File: config.mk
export PLATFORM = sky130hd
export DESIGN_NAME = pulse_train_seq
export DESIGN_NICKNAME = d
export VERILOG_FILES = /design/src/rtl/pulse_train_seq.sv
export SDC_FILE = /design/constraint.sdc
export NUM_CORES = 1
export LEC_CHECK = 0
export CORE_UTILIZATION = 55
export DETAILED_ROUTE_END_ITERATION = 7
export PLACE_DENSITY = 0.94
export RECOVER_POWER = 50
export SLEW_MARGIN = 40
export SYNTH_ARGS = -nofsm -noshare
export SYNTH_HDL_FRONTEND = slang
export SYNTH_SLANG_ARGS = --single-unit
File: constraint.sdc
create_clock -name clk -period 8.1 [get_ports clk]
set_clock_uncertainty 0.1 [all_clocks]
set_input_delay 2.025 -clock clk [delete_from_list [all_inputs] [get_ports clk]]
set_output_delay 2.025 -clock clk [all_outputs]
set_load 0.02 [all_outputs]
File: src/rtl/pulse_train_seq.sv
// Pulse-train sequencer: turns one host command into a series of single-pulse
// requests for the DAC pulse stage, stepping the amplitude with saturation between pulses.
module pulse_train_seq #(
  parameter int CNT_1US = 50,
  parameter int NUM_W   = 16
) (
  input  logic             clk,
  input  logic             rst,
  input  logic             start,
  input  logic             abort,
  input  logic             chan,
  input  logic [11:0]      amp_init,
  input  logic [11:0]      amp_step,
  input  logic             step_dn,
  input  logic [NUM_W-1:0] num,
  input  logic [31:0]      wid,
  input  logic [31:0]      gap,
  output logic             da_start,
  output logic             da_chan,
  output logic [11:0]      da_amp,
  output logic [31:0]      da_wid,
  input  logic             da_done,
  output logic             busy,
  output logic [NUM_W-1:0] pulse_idx,
  output logic             done,
  output logic             aborted
);

  localparam int               DIV_W    = (CNT_1US > 1) ? $clog2(CNT_1US) : 1;
  localparam logic [DIV_W-1:0] DIV_LAST = DIV_W'(CNT_1US - 1);

  typedef enum logic [1:0] {IDLE, ISSUE, PULSE, GAP} state_t;

  state_t           state;
  logic [11:0]      step_r;
  logic             dn_r;
  logic [NUM_W-1:0] last_idx_r;
  logic [31:0]      gap_r;
  logic             abort_pend;
  logic [DIV_W-1:0] div_cnt;
  logic [31:0]      us_cnt;
  logic             gap_end;

  // 13-bit step; bit 12 flags overflow (add) or borrow (subtract).
  function automatic logic [11:0] amp_next(input logic [11:0] amp,
                                           input logic [11:0] step,
                                           input logic        dn);
    logic [12:0] acc;
    if (dn) begin
      acc      = {1'b0, amp} - {1'b0, step};
      amp_next = acc[12] ? 12'd0 : acc[11:0];
    end else begin
      acc      = {1'b0, amp} + {1'b0, step};
      amp_next = acc[12] ? 12'hFFF : acc[11:0];
    end
  endfunction

  // A zero gap still spends one turnaround cycle in GAP before the next request.
  assign gap_end = (gap_r == 32'd0) ||
                   ((div_cnt == DIV_LAST) && (us_cnt == gap_r - 32'd1));

  always_ff @(posedge clk) begin
    if (rst) begin
      state      <= IDLE;
      da_start   <= 1'b0;
      da_chan    <= 1'b0;
      da_amp     <= 12'd0;
      da_wid     <= 32'd0;
      busy       <= 1'b0;
      pulse_idx  <= '0;
      done       <= 1'b0;
      aborted    <= 1'b0;
      step_r     <= 12'd0;
      dn_r       <= 1'b0;
      last_idx_r <= '0;
      gap_r      <= 32'd0;
      abort_pend <= 1'b0;
      div_cnt    <= '0;
      us_cnt     <= 32'd0;
    end else begin
      da_start <= 1'b0;
      done     <= 1'b0;
      aborted  <= 1'b0;
      case (state)
        IDLE: begin
          if (start && !abort) begin
            if (num != '0) begin
              da_chan    <= chan;
              da_amp     <= amp_init;
              da_wid     <= wid;
              step_r     <= amp_step;
              dn_r       <= step_dn;
              last_idx_r <= num - NUM_W'(1);
              gap_r      <= gap;
              pulse_idx  <= '0;
              abort_pend <= 1'b0;
              busy       <= 1'b1;
              da_start   <= 1'b1;
              state      <= ISSUE;
            end else begin
              done <= 1'b1;
            end
          end
        end
        ISSUE: begin
          if (abort) begin
            busy    <= 1'b0;
            done    <= 1'b1;
            aborted <= 1'b1;
            state   <= IDLE;
          end else begin
            state <= PULSE;
          end
        end
        PULSE: begin
          // An abort here waits for the in-flight pulse so the DAC returns to zero.
          if (abort) abort_pend <= 1'b1;
          if (da_done) begin
            if (pulse_idx == last_idx_r) begin
              busy       <= 1'b0;
              done       <= 1'b1;
              abort_pend <= 1'b0;
              state      <= IDLE;
            end else if (abort || abort_pend) begin
              busy       <= 1'b0;
              done       <= 1'b1;
              aborted    <= 1'b1;
              abort_pend <= 1'b0;
              state      <= IDLE;
            end else begin
              pulse_idx <= pulse_idx + NUM_W'(1);
              da_amp    <= amp_next(da_amp, step_r, dn_r);
              state     <= GAP;
            end
          end
        end
        GAP: begin
          if (abort) begin
            busy    <= 1'b0;
            done    <= 1'b1;
            aborted <= 1'b1;
            div_cnt <= '0;
            us_cnt  <= 32'd0;
            state   <= IDLE;
          end else if (gap_end) begin
            div_cnt  <= '0;
            us_cnt   <= 32'd0;
            da_start <= 1'b1;
            state    <= ISSUE;
          end else if (div_cnt == DIV_LAST) begin
            div_cnt <= '0;
            us_cnt  <= us_cnt + 32'd1;
          end else begin
            div_cnt <= div_cnt + DIV_W'(1);
          end
        end
        default: state <= IDLE;
      endcase
    end
  end

endmodule
==> impl_metrics.env <==
export IMPL_outcome="finished, violations left"
export IMPL_violations="capacitance limit, slew limit"
export IMPL_synth_seq_cells=167
export IMPL_r2r_slack_ns=3.21
export IMPL_period_share_pct=73.73
export IMPL_drive_gt1_share_pct=3.986
export IMPL_hold_start="da_wid[26]"
export IMPL_clockBufferDepth=2
export IMPL_fin_nets=1515
export IMPL_rsz0062_at_grt="false"
export IMPL_hold_path_depth=2
export IMPL_cts_root_buf="clkbuf_16"
export IMPL_power_density_nw_per_um2=178.7
export IMPL_ant_nets=0
export IMPL_r2r_end="state[1]"
export IMPL_r2r_start="gap_r[5]"
export IMPL_dr_pass1_iters=5
export IMPL_core_sq_um=16700
export IMPL_clk_pin_slew_ns=0.07
export IMPL_num_vias=9557
export IMPL_insertion_delay_ns=0.44
export IMPL_start_util_pct=56.77
export IMPL_cap_violations=2
export IMPL_final_max_slew_violation_count=112
export IMPL_grt_pass1_vias=9293
export IMPL_cts_sinks=167
export IMPL_areaGrowthSynthToFinish_pct=25.14
export IMPL_worstRegToRegCells=9
export IMPL_critical_path_class="input port to flip-flop"
export IMPL_synthFlopType="dfxtp_1"
export IMPL_min_path_type="flip-flop to flip-flop"
export IMPL_drt_iter0_markers=787
export IMPL_diodes=0
export IMPL_die_y_um=133.3
export IMPL_stdcell_area_sq_um=11860
export IMPL_peakVddDrop_mv=0.1708
export IMPL_synth_edf_count=0
export IMPL_slew_headroom_pct=-43.12
export IMPL_drt_total_wl_mm=26.36
export IMPL_portBuffers=175
export IMPL_synth_nets=1379
export IMPL_ys_seq_area_share_pct=35.26
export IMPL_dpl_hpwl_mm=18.33
export IMPL_vias_per_cell=5.973
export IMPL_hold_viol_final=0
export IMPL_syn_area_sq_um=9480
export IMPL_h_tree_depth=4
export IMPL_yosysWarningCount=0
export IMPL_period_minus_slack_ns=5.972
export IMPL_final_common_cell="nand2_1"
export IMPL_cts_resized_gates=0
export IMPL_drc=0
export IMPL_globalplace_congestion=0.9374
export IMPL_cp_end_kind="flip-flop"
export IMPL_report_final_setup_viol=0
export IMPL_setup_tns_ns=0
export IMPL_dieArea_sq_um=17770
export IMPL_cts_tree="built"
export IMPL_async_reset_ff_share_pct=0
export IMPL_post_cts_buffers=0
export IMPL_die_w_um=133.3
export IMPL_hold_buffers=0
export IMPL_tightestPinTransition_ns=2.147
export IMPL_cp_required_ns=8.21
export IMPL_grt_max_degree=112
export IMPL_final_cell_mix="218 x nand2_1, 167 x dfxtp_1, 116 x a21oi_1, 114 x nor2_1, 107 x clkdlybuf4s50_1"
export IMPL_arrival_ns=6.08
export IMPL_ys_types=66
export IMPL_avgRoutedWirePerCell_um=16.47
export IMPL_syn_inst=1231
export IMPL_post_dp_cell_area_sq_um=11340
export IMPL_min_to="da_wid[26]"
export IMPL_fmax_mhz=167.4
export IMPL_start_kind="input port"
export IMPL_critPathMaxFanout=111
export IMPL_gr_total_overflow=0
export IMPL_grt_pass1_wl_mm=43.56
export IMPL_ios=176
export IMPL_rows=47
export IMPL_antenna_found_initial=0
export IMPL_grt_total_usage_pct=30.05
export IMPL_synth_area_per_cell_sq_um=7.701
export IMPL_p_leak_uw=0.004410
export IMPL_cts_made_buffers=17
-- state kept, by name, summed over array words and instances, names as in the netlist, 6 cells and up --
register / flops
us_cnt: 32
da_amp: 12
gap_r: 32
da_wid: 32
step_r: 12
last_idx_r: 16
pulse_idx: 16
div_cnt: 6
-- per-layer routing --
layer / share of wire, % / vias to the layer above / track usage [%]
li1: - / 4564 / -
met1: 41 / 4473 / 36.48
met4: 3.5 / 0 / 13.83
met3: 7.6 / 85 / 6.545
met2: 48 / 435 / 50.69
met5: 0 / - / 0
-- area by class of cell --
type | instances | area, sq um
clock buffers | 18 | 439.2
well taps | 220 | 275.3
clock inverters | 14 | 117.6
multi-input cells | 955 | 5724
flip-flops and latches | 167 | 3343
fillers | 1264 | 4837
repair buffers | 181 | 1795
inverters | 45 | 168.9
-- worst max-delay path, stage by stage --
cell and delay, ns:
dlygate4sd3_1 0.58, inv_1 0.07, ha_1 0.16, or4b_2 0.67
nor3_1 0.52, a31oi_1 0.34, clkbuf_2 1.15, nor2_1 0.45
a211oi_1 0.10
-- worst max path at each step --
stage	from	endpoint	slack, ns	cells past startpoint
final	num[0]	last_idx_r[5]	2.13	9
after global routing	num[0]	last_idx_r[0]	1.79	9
after CTS	num[0]	da_wid[16]	2.56	10
after detailed placement	num[0]	da_wid[15]	2.20	10
after global placement	num[0]	dn_r	2.34	10
after floorplan	num[0]	pulse_idx[1]	3.40	10
-- through the flow --
stage / hold WS [ns] / cells / total power, uW / worst slack, ns / utilization, %
floorplan: 0.3530 / 1231 / 1202 / 3.400 / -
global placement: 0.3403 / 1568 / 1342 / 2.337 / 67.79
detailed placement: 0.3467 / 1568 / 1361 / 2.200 / 67.90
CTS: 0.3559 / 1600 / 2124 / 2.557 / 71.23
global route: 0.3778 / 1600 / 2202 / 1.792 / 71.04
finish: 0.3525 / 1600 / 2120 / 2.128 / 71.04
-- power breakdown --
group / internal (uW) / total, uW / switching, uW
combinational: 202 / 458 / 256
sequential: 856 / 890 / 34.7
clock: 407 / 772 / 364
total: 1460 / 2120 / 655
-- cells by family (layout without fill, tap and decap cells) --
| group | after synthesis | in the layout | synth area share, % |
|---|---|---|---|
| AOI/OAI and AO/OA | 244 | 244 | 16.22 |
| xor gates and xnor gates | 120 | 120 | 11.09 |
| adders and majority gates | 37 | 37 | 5.042 |
| buffers and inverters | 109 | 258 | 4.434 |
| DFF | 167 | 167 | 35.26 |
| muxes | 7 | 7 | 0.7523 |
| and+or+nand+nor | 547 | 547 | 27.20 |
-- Yosys cell counts, types with 7 or more instances --
cell	count	area (sq um)
nor2_1	114	427.9
nor4_1	26	162.7
xnor2_1	82	718.2
inv_1	44	165.2
dfxtp_1	167	3343
a21oi_1	116	580.6
and3_1	14	87.58
ha_1	35	437.9
o211ai_1	7	52.55
nor3_1	45	225.2
nand2_1	218	818.3
nand3_1	33	165.2
a211oi_1	24	180.2
or3_1	11	68.82
xor2_1	38	332.8
nand4_1	22	137.6
o21ai_0	22	110.1
clkbuf_1	57	214.0
nand2b_1	8	50.05
a21o_1	7	52.55
o221ai_1	7	61.31
nor2b_1	12	75.07
(Power assumes the default switching activity.)
